--- src/rtl/regfile_dump_ctrl_pkg.sv ---
// Shared types and sizes for the register-file dump controller.
package regfile_dump_ctrl_pkg;

    localparam int REG_IDX_W = 5;
    localparam int NUM_REGS  = 32;

    typedef enum logic [2:0] {
        IDLE,
        HALT_WAIT,
        READ,
        SEND,
        FINISH
    } state_t;

endpackage

--- src/rtl/regfile_dump_ctrl.sv ---
// Halts the core, walks START_REG..END_REG through one regfile read port and
// streams (index, data) beats out on a valid/ready interface.
module regfile_dump_ctrl
    import regfile_dump_ctrl_pkg::*;
#(
    parameter int XLEN      = 32,
    parameter int START_REG = 0,
    parameter int END_REG   = 31
) (
    input  logic                 clk,
    input  logic                 reset,
    input  logic                 start,
    input  logic                 halted,
    output logic                 halt_req,
    output logic [REG_IDX_W-1:0] rf_a,
    input  logic [XLEN-1:0]      rf_rd,
    output logic                 out_valid,
    input  logic                 out_ready,
    output logic [REG_IDX_W-1:0] out_idx,
    output logic [XLEN-1:0]      out_data,
    output logic                 out_last,
    output logic                 busy,
    output logic                 done,
    output logic                 abort
);

    localparam logic [REG_IDX_W-1:0] START_IDX = REG_IDX_W'(START_REG);
    localparam logic [REG_IDX_W-1:0] END_IDX   = REG_IDX_W'(END_REG);

    state_t               state, state_d;
    logic [REG_IDX_W-1:0] idx, idx_d;
    logic                 halt_req_d, out_valid_d, out_last_d, done_d, abort_d;
    logic [REG_IDX_W-1:0] out_idx_d;
    logic [XLEN-1:0]      out_data_d;

    always_comb begin
        state_d     = state;
        idx_d       = idx;
        halt_req_d  = halt_req;
        out_valid_d = out_valid;
        out_idx_d   = out_idx;
        out_data_d  = out_data;
        out_last_d  = out_last;
        done_d      = 1'b0;
        abort_d     = 1'b0;
        case (state)
            IDLE: begin
                if (start) begin
                    idx_d      = START_IDX;
                    halt_req_d = 1'b1;
                    state_d    = HALT_WAIT;
                end
            end
            HALT_WAIT: begin
                if (halted) state_d = READ;
            end
            READ, SEND: begin
                // Losing the halt means the captured state can no longer be trusted.
                if (!halted) begin
                    out_valid_d = 1'b0;
                    halt_req_d  = 1'b0;
                    abort_d     = 1'b1;
                    state_d     = IDLE;
                end else if (state == READ) begin
                    out_data_d  = rf_rd;
                    out_idx_d   = idx;
                    out_last_d  = (idx == END_IDX);
                    out_valid_d = 1'b1;
                    state_d     = SEND;
                end else if (out_ready) begin
                    out_valid_d = 1'b0;
                    if (out_last) begin
                        state_d = FINISH;
                    end else begin
                        idx_d   = idx + 1'b1;
                        state_d = READ;
                    end
                end
            end
            FINISH: begin
                halt_req_d = 1'b0;
                done_d     = 1'b1;
                state_d    = IDLE;
            end
            default: state_d = IDLE;
        endcase
    end

    always_ff @(posedge clk or posedge reset) begin
        if (reset) begin
            state     <= IDLE;
            idx       <= '0;
            halt_req  <= 1'b0;
            out_valid <= 1'b0;
            out_idx   <= '0;
            out_data  <= '0;
            out_last  <= 1'b0;
            done      <= 1'b0;
            abort     <= 1'b0;
        end else begin
            state     <= state_d;
            idx       <= idx_d;
            halt_req  <= halt_req_d;
            out_valid <= out_valid_d;
            out_idx   <= out_idx_d;
            out_data  <= out_data_d;
            out_last  <= out_last_d;
            done      <= done_d;
            abort     <= abort_d;
        end
    end

    assign rf_a = idx;
    assign busy = (state != IDLE);

endmodule

--- config.mk ---
export PLATFORM = sky130hd
export DESIGN_NAME = regfile_dump_ctrl
export DESIGN_NICKNAME = d
export VERILOG_FILES = /design/src/rtl/regfile_dump_ctrl_pkg.sv /design/src/rtl/regfile_dump_ctrl.sv
export SDC_FILE = /design/constraint.sdc
export NUM_CORES = 1
export LEC_CHECK = 0
export ABC_AREA = 1
export BUFFER_PORTS_ARGS = -buffer_cell sky130_fd_sc_hd__buf_2
export CORE_MARGIN = 8
export CORE_UTILIZATION = 52
export DETAILED_ROUTE_END_ITERATION = 10
export PLACE_DENSITY = 0.95
export RECOVER_POWER = 25
export REMOVE_ABC_BUFFERS = 1
export SLEW_MARGIN = 0
export SYNTH_ARGS = -nofsm -noshare
export SYNTH_HDL_FRONTEND = slang
export SYNTH_SLANG_ARGS = --single-unit
--- constraint.sdc ---
create_clock -name clk -period 2.9 [get_ports clk]
set_input_delay 0.145 -clock clk [delete_from_list [all_inputs] [get_ports clk]]
set_output_delay 0.145 -clock clk [all_outputs]
set_load 0.05 [all_outputs]
# Word-level counts from Yosys, hierarchy flattened
# Cells that the tools add are included.
totals:
  ff_bits: 50
  in_bits: 37
  elab_cells: 56
classes:
  addsub: 1
  eq_ne: 14
  muxes: 22
  reduce_logical: 10
op_table:
  columns: ["op", "n"]
  rows:
  - ["5-bit two-way mux", 5]
  - ["3-bit two-way mux", 6]
  - ["2-bit != test (second input constant)", 7]
  - ["5-bit one-hot mux with 2 select lines", 1]
  - ["3-bit one-hot mux with 3 select lines", 1]
  - ["3-bit AND reduction", 3]
  - ["1-bit two-way mux", 8]
  - ["3-bit by 2-bit equality test with 1-bit output (second input constant)", 2]
  - ["6-bit AND reduction", 1]
  - ["3-bit nonzero test", 2]
  - ["5-bit by 1-bit adder with 5-bit output (second input constant)", 1]
  - ["5-bit equality test (second input constant)", 1]
  - ["4-bit != test (second input constant)", 1]
  - ["3-bit by 1-bit equality test with 1-bit output (second input constant)", 1]
  - ["3-bit equality test (second input constant)", 1]
  - ["3-bit zero test", 1]
  - ["3-bit by 1-bit != test with 1-bit output (second input constant)", 1]
  - ["1-bit one-hot mux with 3 select lines", 1]
  - ["2-bit AND reduction", 1]
  - ["2-bit nonzero test", 1]
  - ["2-bit OR reduction", 1]

# Logic depth before layout (Yosys ltp)
# Gate-level depths: netlist (run 1).
depth:
  ltp_word: 6
  ltp_mapped: 8
  depth_no_buf: 8

# Worst setup path after synthesis (run 1)
# OpenSTA, ideal clock, no wires.
synth_path:
  path_kind: "register to register"
  from: "reg idx[0], in the netlist rf_a[0]"
  to: "reg idx[4], in the netlist rf_a[4]"
  setup_time_ns: 0.120
  arrival_time_ns: 1.534
  t_required_ns: 2.780
  path_slack_ns: 1.246
  stages_incl_launch_ff: 9
  n_path_buf: 0
  synth_period_minus_slack_ns: 1.654
  path_cell_list: "dfrtp_1 ha_1 nand2_1 nor2_1 ha_1 inv_1 nor2_1 nand4_1 nand2_1"
synth_between:
  elab_chain_cells: 6
synth_lines:
  columns: ["item", "line_no", "rtl"]
  rows:
  - ["start: declaration", "regfile_dump_ctrl.sv:31", "logic [REG_IDX_W-1:0] idx, idx_d;"]
  - ["start signal: assignment", "regfile_dump_ctrl.sv:102", "idx <= idx_d;"]
  - ["5-bit by 1-bit adder with 5-bit output", "regfile_dump_ctrl.sv:75", "idx_d = idx + 1'b1;"]
  - ["5-bit two-way mux", "regfile_dump_ctrl.sv:72", "if (out_last) begin"]
  - ["5-bit two-way mux", "regfile_dump_ctrl.sv:70", "end else if (out_ready) begin"]
  - ["5-bit two-way mux", "regfile_dump_ctrl.sv:64", "end else if (state == READ) begin"]
  - ["5-bit two-way mux", "regfile_dump_ctrl.sv:59", "if (!halted) begin"]
  - ["5-bit one-hot mux with 2 select lines", "regfile_dump_ctrl.sv:46", "case (state)"]
# No other way between the ends. The select of a mux whose other input is x is not followed.
# A chain may end at the register's enable or synchronous reset.

# Worst setup path after layout (run 1)
layout_path:
  from: "reg state[2]"
  to: "reg out_last"
layout_between:
  elab_chain_cells: 3
layout_lines:
  columns: ["item", "line_no", "rtl"]
  rows:
  - ["start: declaration", "regfile_dump_ctrl.sv:30", "state_t state, state_d;"]
  - ["start signal: assignment", "regfile_dump_ctrl.sv:101", "state <= state_d;"]
  - ["3-bit by 2-bit equality test with 1-bit output (on tied branches)", "regfile_dump_ctrl.sv:46, regfile_dump_ctrl.sv:64", null]
  - ["2-bit OR reduction", "regfile_dump_ctrl.sv:46", null]
  - ["3-bit AND reduction (no source line) *", null, null]
  - ["end signal: assignment", "regfile_dump_ctrl.sv:107", "out_last <= out_last_d;"]
  - ["end: declaration", "regfile_dump_ctrl.sv:21", "output logic out_last,"]
# Every way passes the cells marked *; elsewhere a longest branch is shown, timed or not.

==> summary.md, run 1 <==
| Metric | Value |
|---|---|
| Sequential share of power | about 32% |
| Asr flop ratio synth | 100% |
| DRT antenna net count | 0 |
| RR Endpoint | out_last$_DFFE_PP0P_ |
| First-pass GRT wire length | 8640 um |
| Layout cells sized above 1 | between 20% and 30% |
| Routed Wire Length | between 5000 and 6000 um |
| Worst setup SP type | register |
| CTS tree | yes |
| Clock power share | between 10% and 20% |
| Fmax achieved | about 600 MHz |
| Ant. Diodes | 0 |
| Final min period | between 1.5 and 2 ns |
| Final setup viols | 0 |
| Synth top area cells | dfrtp_1 57%, nand2_1 19%, nand3_1 9.8% |
| Root buf cell | clkbuf_8 |
| Hold path start | rf_rd[27] |
| Req. time, crit path | between 3 and 4 ns |
| MaxCap Viol Count | 1 |
| Final #Nets | approximately 380 |
| GP Congestion | between 0.8 and 0.9 |
| Post-synth cell types | 21 |
| Slew margin rel. | -22.3% |
| Worst reg2reg path depth | 6 |
| Vias | around 2k |
| PostCTS Resize Cnt | 0 |
| Max Buffers Root-to-Sink | 2 |
| Die H | 81.1 um |
| Largest net degree at the start of global routing | between 50 and 60 |
| Vias in the first global route | approximately 1.9k |
| Outcome | finished, violations left |
| Area grow syn2layout | 24.0% |
| Peak supply drop | roughly 0.64 mV |
| Antenna violations before repair | 0 |
| Yosys warning total | 0 |
| RSZ-0062 raised after global routing | false |
| Congestion Overflow GR | 0 |
| Cells after Synth | 261 |
| Post-DP HPWL | a little under 4000 um |
| Lkg Pwr | 1.62 nW |
| # hold bufs at CTS | 0 |
| Yosys reg bits | 50 |
| Critical path destination | out_last$_DFFE_PP0P_ |
| Fin Clk Skew | roughly 0.0037 ns |
| Power Dens Cells | ~1300 nW/um^2 |
| First-pass DRT Iterations | 4 |
| Worst path arrival time | approximately 1.8 ns |
| Core Region | 4030 um^2 |
| Tightest Pin Transition | 1.83 ns |
| Via-to-Cell Ratio | ~5.1 |
| PnR Total Power | 3.49 mW |
| Clk sinks | 50 |
| EDFF count, synth | 0 |
| Starting DRT DRC Count | 81 |
| H-tree lvl count | 2 |
| GRT Util Overall | 16.7% |
| Reg2reg setup slack | between 1 and 1.5 ns |
| Synthesized area per cell | between 8 and 9 um^2 |
| Setup TNS | 0 ns |
| Register area | roughly 1300 um^2 |
| Most frequent cells after synthesis | 109 x nand2_1, 50 x dfrtp_1, 43 x nand3_1 |
| Maximum net fanout on the critical path | 42 |
| Post-synth top area cell | dfrtp_1 |
| Slew Viols, Final | 51 |
| Hold Vio Cnt, Final | 0 |
| Worst-Skew Late Latency | 0.30 ns |
| Failing checks | capacitance limit, slew limit |
| CTS Buf Count | 5 |
| Post-synth top area share | around 57% |
| Drt drc | 0 |
| Setup bufs post-CTS | 0 |
| Min-delay worst type | in2reg |
| Period utilization | approximately 56% |
| Combinational power share | a little over half |
| Switching part of the total | a little over half |
| Main synth FF type | dfrtp_1 |
| Top-count cell post-synth | nand2_1 |
| RR Startpoint | state[2]$_DFFE_PP0P_ |
| # port buffers | 84 |
| Num rows | 23 |
| Die Wd | roughly 81 um |
| Starting density of the core | 54.7% |
| Psw | 1.88 mW |
| Power Internal | 1.61 mW |
| Area of the multi-input gates | between 800 and 900 um^2 |
| Clk pin slew, worst setup/hold paths | roughly 0.09 ns |
| CP Launch Point | state[2]$_DFFE_PP0P_ |
| Crit end category | register |
| Routed length per placed instance | approximately 14 um |
| Fill cells | about 330 |
| Crit Path Category | reg2reg |
| I/O pin total | 85 |
| Register area share after synthesis | a little under three fifths |
| Die ar. | around 6600 um^2 |
| Synthesized area | around 2200 um^2 |
how the worst min path moves through the flow:
stage,to,slack (ns),depth (start not counted)
2_1_floorplan,abort$_DFF_PP0_,0.22,1
3_3_place_gp,out_data[27]$_DFFE_PP0P_,0.38,3
3_5_place_dp,abort$_DFF_PP0_,0.38,2
4_1_cts,abort$_DFF_PP0_,0.05,2
5_1_grt,abort$_DFF_PP0_,0.05,2
6_report,out_data[27]$_DFFE_PP0P_,0.06,3
power groups by stage:
| stage | clock (mW) | combinational, mW | sequential, mW |
|---|---|---|---|
| 2_1_floorplan | 0 | 0.548 | 2.00 |
| 3_3_place_gp | 0 | 1.86 | 1.13 |
| 3_5_place_dp | 0 | 1.90 | 1.13 |
| 4_1_cts | 0.497 | 1.90 | 1.12 |
| 5_1_grt | 0.521 | 2.02 | 1.16 |
| 6_report | 0.483 | 1.88 | 1.12 |
layout by cell type, fill, tap and decap left out, drive strengths merged:
cell / count
o21ai: 4
dfrtp: 50
nor2: 17
nand3: 44
clkbuf: 6
buf: 86
nor3b: 1
bufinv: 1
clkinvlp: 1
nand2: 111
nor3: 2
ha: 2
inv: 12
a21oi: 2
nand4: 4
sequential cells by signal, summed over array words and instances, names as in the netlist:
name	cells
out_last	1
state	3
halt_req	1
abort	1
out_idx	5
rf_a	5
out_data	32
out_valid	1
done	1
stage by stage:
| step | instances | hold slack (ns) | cell area [um^2] | util, % | worst slack [ns] |
|---|---|---|---|---|---|
| 6_report | 393 | 0.0626 | 2730 | 67.8 | 1.28 |
| 2_1_floorplan | 249 | 0.220 | 2120 | - | 0.966 |
| 4_1_cts | 393 | 0.0529 | 2730 | 67.8 | 1.27 |
| 3_5_place_dp | 385 | 0.376 | 2620 | 65.1 | 1.27 |
| 5_1_grt | 393 | 0.0537 | 2730 | 67.8 | 1.02 |
| 3_3_place_gp | 385 | 0.378 | 2620 | 65.1 | 1.31 |
cells by family (layout without fill, tap and decap cells):
group,after synthesis,in the layout,share of synthesized area (%)
simple gates,179,179,34.9
flops,50,50,56.8
buf+inv,24,106,5.62
compound gates,6,6,1.53
fa+ha+maj,2,2,1.14
per-layer routing:
layer,up-vias,track usage (%),part of all wire [%]
li1,990,-,-
met1,928,19.1,41
met2,73,28.7,49
met3,11,5.74,9.4
met4,0,5.00,1.2
met5,-,0,0
layout make-up:
type / instances / area share [%]
flip-flops and latches: 50 / 45.8
multi-input cells: 187 / 30.3
well taps: 50 / 2.29
repair buffers: 86 / 15.9
clock buffers: 6 / 2.66
clock inverters: 2 / 1.37
inverters: 12 / 1.65
critical path: stages (launching register included):
cell and delay [ns]:
dfrtp_1 0.41, inv_2 0.14, nand2_4 0.11, nor2_4 0.11, nand2_2 0.42, nor2_1 0.27
a21oi_2 0.04
Power figures use the tool's default switching activity.
==> run 2, diff against run 1 <==
Settings changed: CORE_UTILIZATION 52 to 48, PLACE_DENSITY 0.95 to 0.9.
Clock period 2.9 ns to 1.6 ns, I/O delays scaled along.
==> run 2 against run 1 <==
  * The flow now finishes without violations
  * Fmax up 10%
  * Non-clock buffer count up 8
  * Setup slack worse by 1.1 ns
  * Clock-buffer cell count down 1
  * Core utilization down 4.4 points
  * Power up 77%
  * Via count up 2.1%
  * Clock skew down 0.00053 ns
  * Design area up 1.8%
  * Combinational power up 85%
  * Flip-flop and latch count unchanged
  * Critical path depth up 2
  * Largest power group unchanged
==> summary.md, run 2 (synthesis results as in run 1) <==
| Metric | Value |
|---|---|
| Outcome | completed |
| Clk pin slew, worst setup/hold paths | 0.08 ns (about the same) |
| Via-to-Cell Ratio | 5.09 (-0.14%) |
| First-pass DRT Iterations | 5 (+1) |
| Core Region | 4380 um^2 (+8.8%) |
| Final min period | 1.47 ns (-0.152 ns) |
| Final setup viols | 0 (unchanged) |
| Routed length per placed instance | 13.8 um (-0.17%) |
| Peak supply drop | 1.29 mV (+100%) |
| Layout cells sized above 1 | 30.3% (+1.1 points) |
| Most common cell after layout, fill and taps aside | nand2_1 |
| Crit end category | register |
| RSZ-0062 raised after global routing | false |
| Area grow syn2layout | 26.3% |
| CP Launch Point | rf_a[1]$_DFFE_PP0P_ |
| Reg2reg setup slack | 0.13 ns (-1.15 ns) |
| Vias in the first global route | 2072 (+9.2%) |
| I/O pin total | 85 (unchanged) |
| Slew margin rel. | 50.6% (+73 points) |
| RR Endpoint | rf_a[4]$_DFFE_PP0P_ |
| Max Buffers Root-to-Sink | 2 (unchanged) |
| Hold_ws | 0.0151 ns (-0.0475 ns) |
| Ant. Diodes | 0 (unchanged) |
| MaxCap Viol Count | 0 (-1) |
| Starting density of the core | 50.2% (-4.4 points) |
| GRT Util Overall | 16.4% (-0.27 points) |
| Fin Clk Skew | 0.00320 ns (-0.000531 ns) |
| Lkg Pwr | 1.65 nW (+2.1%) |
| Req. time, crit path | 1.83 ns (-1.24 ns) |
| Worst reg2reg path depth | 8 (+2) |
| Design Area, Final | 2780 um^2 (+1.8%) |
| Worst setup SP type | register |
| First-pass GRT wire length | 9840 um (+14%) |
| Min-delay worst type | in2reg |
| RR Startpoint | rf_a[1]$_DFFE_PP0P_ |
| CTS tree | yes |
| Post-DP HPWL | 4160 um (+5.8%) |
| Root buf cell | clkbuf_8 |
| Critical path destination | rf_a[4]$_DFFE_PP0P_ |
| Largest net degree at the start of global routing | 33 (-35%) |
| Maximum net fanout on the critical path | 6 (-86%) |
| Crit Path Category | reg2reg |
| Antenna violations before repair | 0 (unchanged) |
| # port buffers | 84 (unchanged) |
| Worst-Skew Late Latency | 0.29 ns (about the same) |
| GP Congestion | 0.892 (+6.7%) |
| Commonest cells after routing, fill and taps aside | 109 x nand2_1, 84 x buf_2, 50 x dfrtp_1, 43 x nand3_1, 15 x nor2_1 |
| Die H | 83.7 um (+3.3%) |
| Die Wd | 83.7 um (+3.3%) |
| Die ar. | 7010 um^2 (+6.7%) |
| Period utilization | 91.8% (+36 points) |
| Drt drc | 0 (unchanged) |
| Final Non-Filler Cells | 402 (+2.3%) |
| Final #Nets | 389 (+2.1%) |
| Clk sinks | 50 (unchanged) |
| Flip-flop count of the largest register after layout | 32 (unchanged) |
| Hold Vio Cnt, Final | 0 (unchanged) |
| Slew Viols, Final | 0 (-100%) |
| Congestion Overflow GR | 0 (unchanged) |
| Routed Wire Length | 5560 um (+2.1%) |
| DRT antenna net count | 0 (unchanged) |
| Largest Register | out_data |
| Placed cells | 393 (+2.1%) |
| Power Dens Cells | 2230 nW/um^2 (+74%) |
| Tightest Pin Transition | 0.741 ns (-1.09 ns) |
| H-tree lvl count | 2 (unchanged) |
| Post-DP Area | 2680 um^2 (+2.3%) |
| Setup TNS | 0 ns (unchanged) |
| Vias | 2045 (+2.1%) |
| CTS Buf Count | 5 (unchanged) |
| PostCTS Resize Cnt | 0 (unchanged) |
| Fmax achieved | 681 MHz (+10%) |
| Num rows | 24 (+4.3%) |
| Starting DRT DRC Count | 111 (+37%) |
| Worst path arrival time | 1.70 ns (-0.10 ns) |
==> run 2: worst max-delay path, cell delays in order, from the launching register on <==
cell and delay [ns]:
dfrtp_1 0.45, ha_1 0.22, nand2_1 0.08, nor2_1 0.04, ha_1 0.27, inv_1 0.04, nor2_1 0.10, nand4_1 0.11
nand2_1 0.10
==> run 2: where the power goes <==
part | internal, mW | total, mW | switching, mW
clock | 0.294 | 0.680 | 0.386
combinational | 0.762 | 3.48 | 2.72
sequential | 1.74 | 2.04 | 0.300
total | 2.80 | 6.20 | 3.40
==> run 2: timing repair <==
action	CTS	global route
endpoints found under the hold margin	19	0
setup buffers	0	0
hold buffers	2	0
==> run 2: worst min-delay path by stage <==
stage               from                       end  slack [ns]  cells after the start
2_1_floorplan     halted           abort$_DFF_PP0_        0.15                      1
3_3_place_gp       reset  out_data[20]$_DFFE_PP0P_        0.09                      2
3_5_place_dp       reset   out_data[5]$_DFFE_PP0P_         0.1                      2
4_1_cts        rf_rd[16]  out_data[16]$_DFFE_PP0P_       0.004                      3
5_1_grt        rf_rd[10]  out_data[10]$_DFFE_PP0P_       0.006                      3
6_report       rf_rd[25]  out_data[25]$_DFFE_PP0P_        0.02                      3
==> run 2: final cells by class <==
class	count	area (um^2)
timing repair buffer	94	513
inverter	12	45.0
multi-input combinational	187	827
clock inverter	2	10.0
tap	52	65.1
sequential	50	1250
fill	387	1600
clock buffer	5	68.8
==> run 2: routing by layer <==
layer,GRT usage (%),wire length [um],up-vias
li1,-,-,1005
met1,19.5,2270,954
met2,27.6,2780,80
met3,5.57,460,6
met4,4.08,48,0
met5,0,0,-
==> run 2: metrics by stage <==
step	util (%)	total power, mW	setup WS, ns
final	63.4	6.20	0.131
after global routing	63.4	6.60	0.0121
after CTS	63.4	6.25	0.151
after detailed placement	61.2	5.56	0.179
after global placement	61.2	5.49	0.265
after floorplan	-	4.61	-0.334
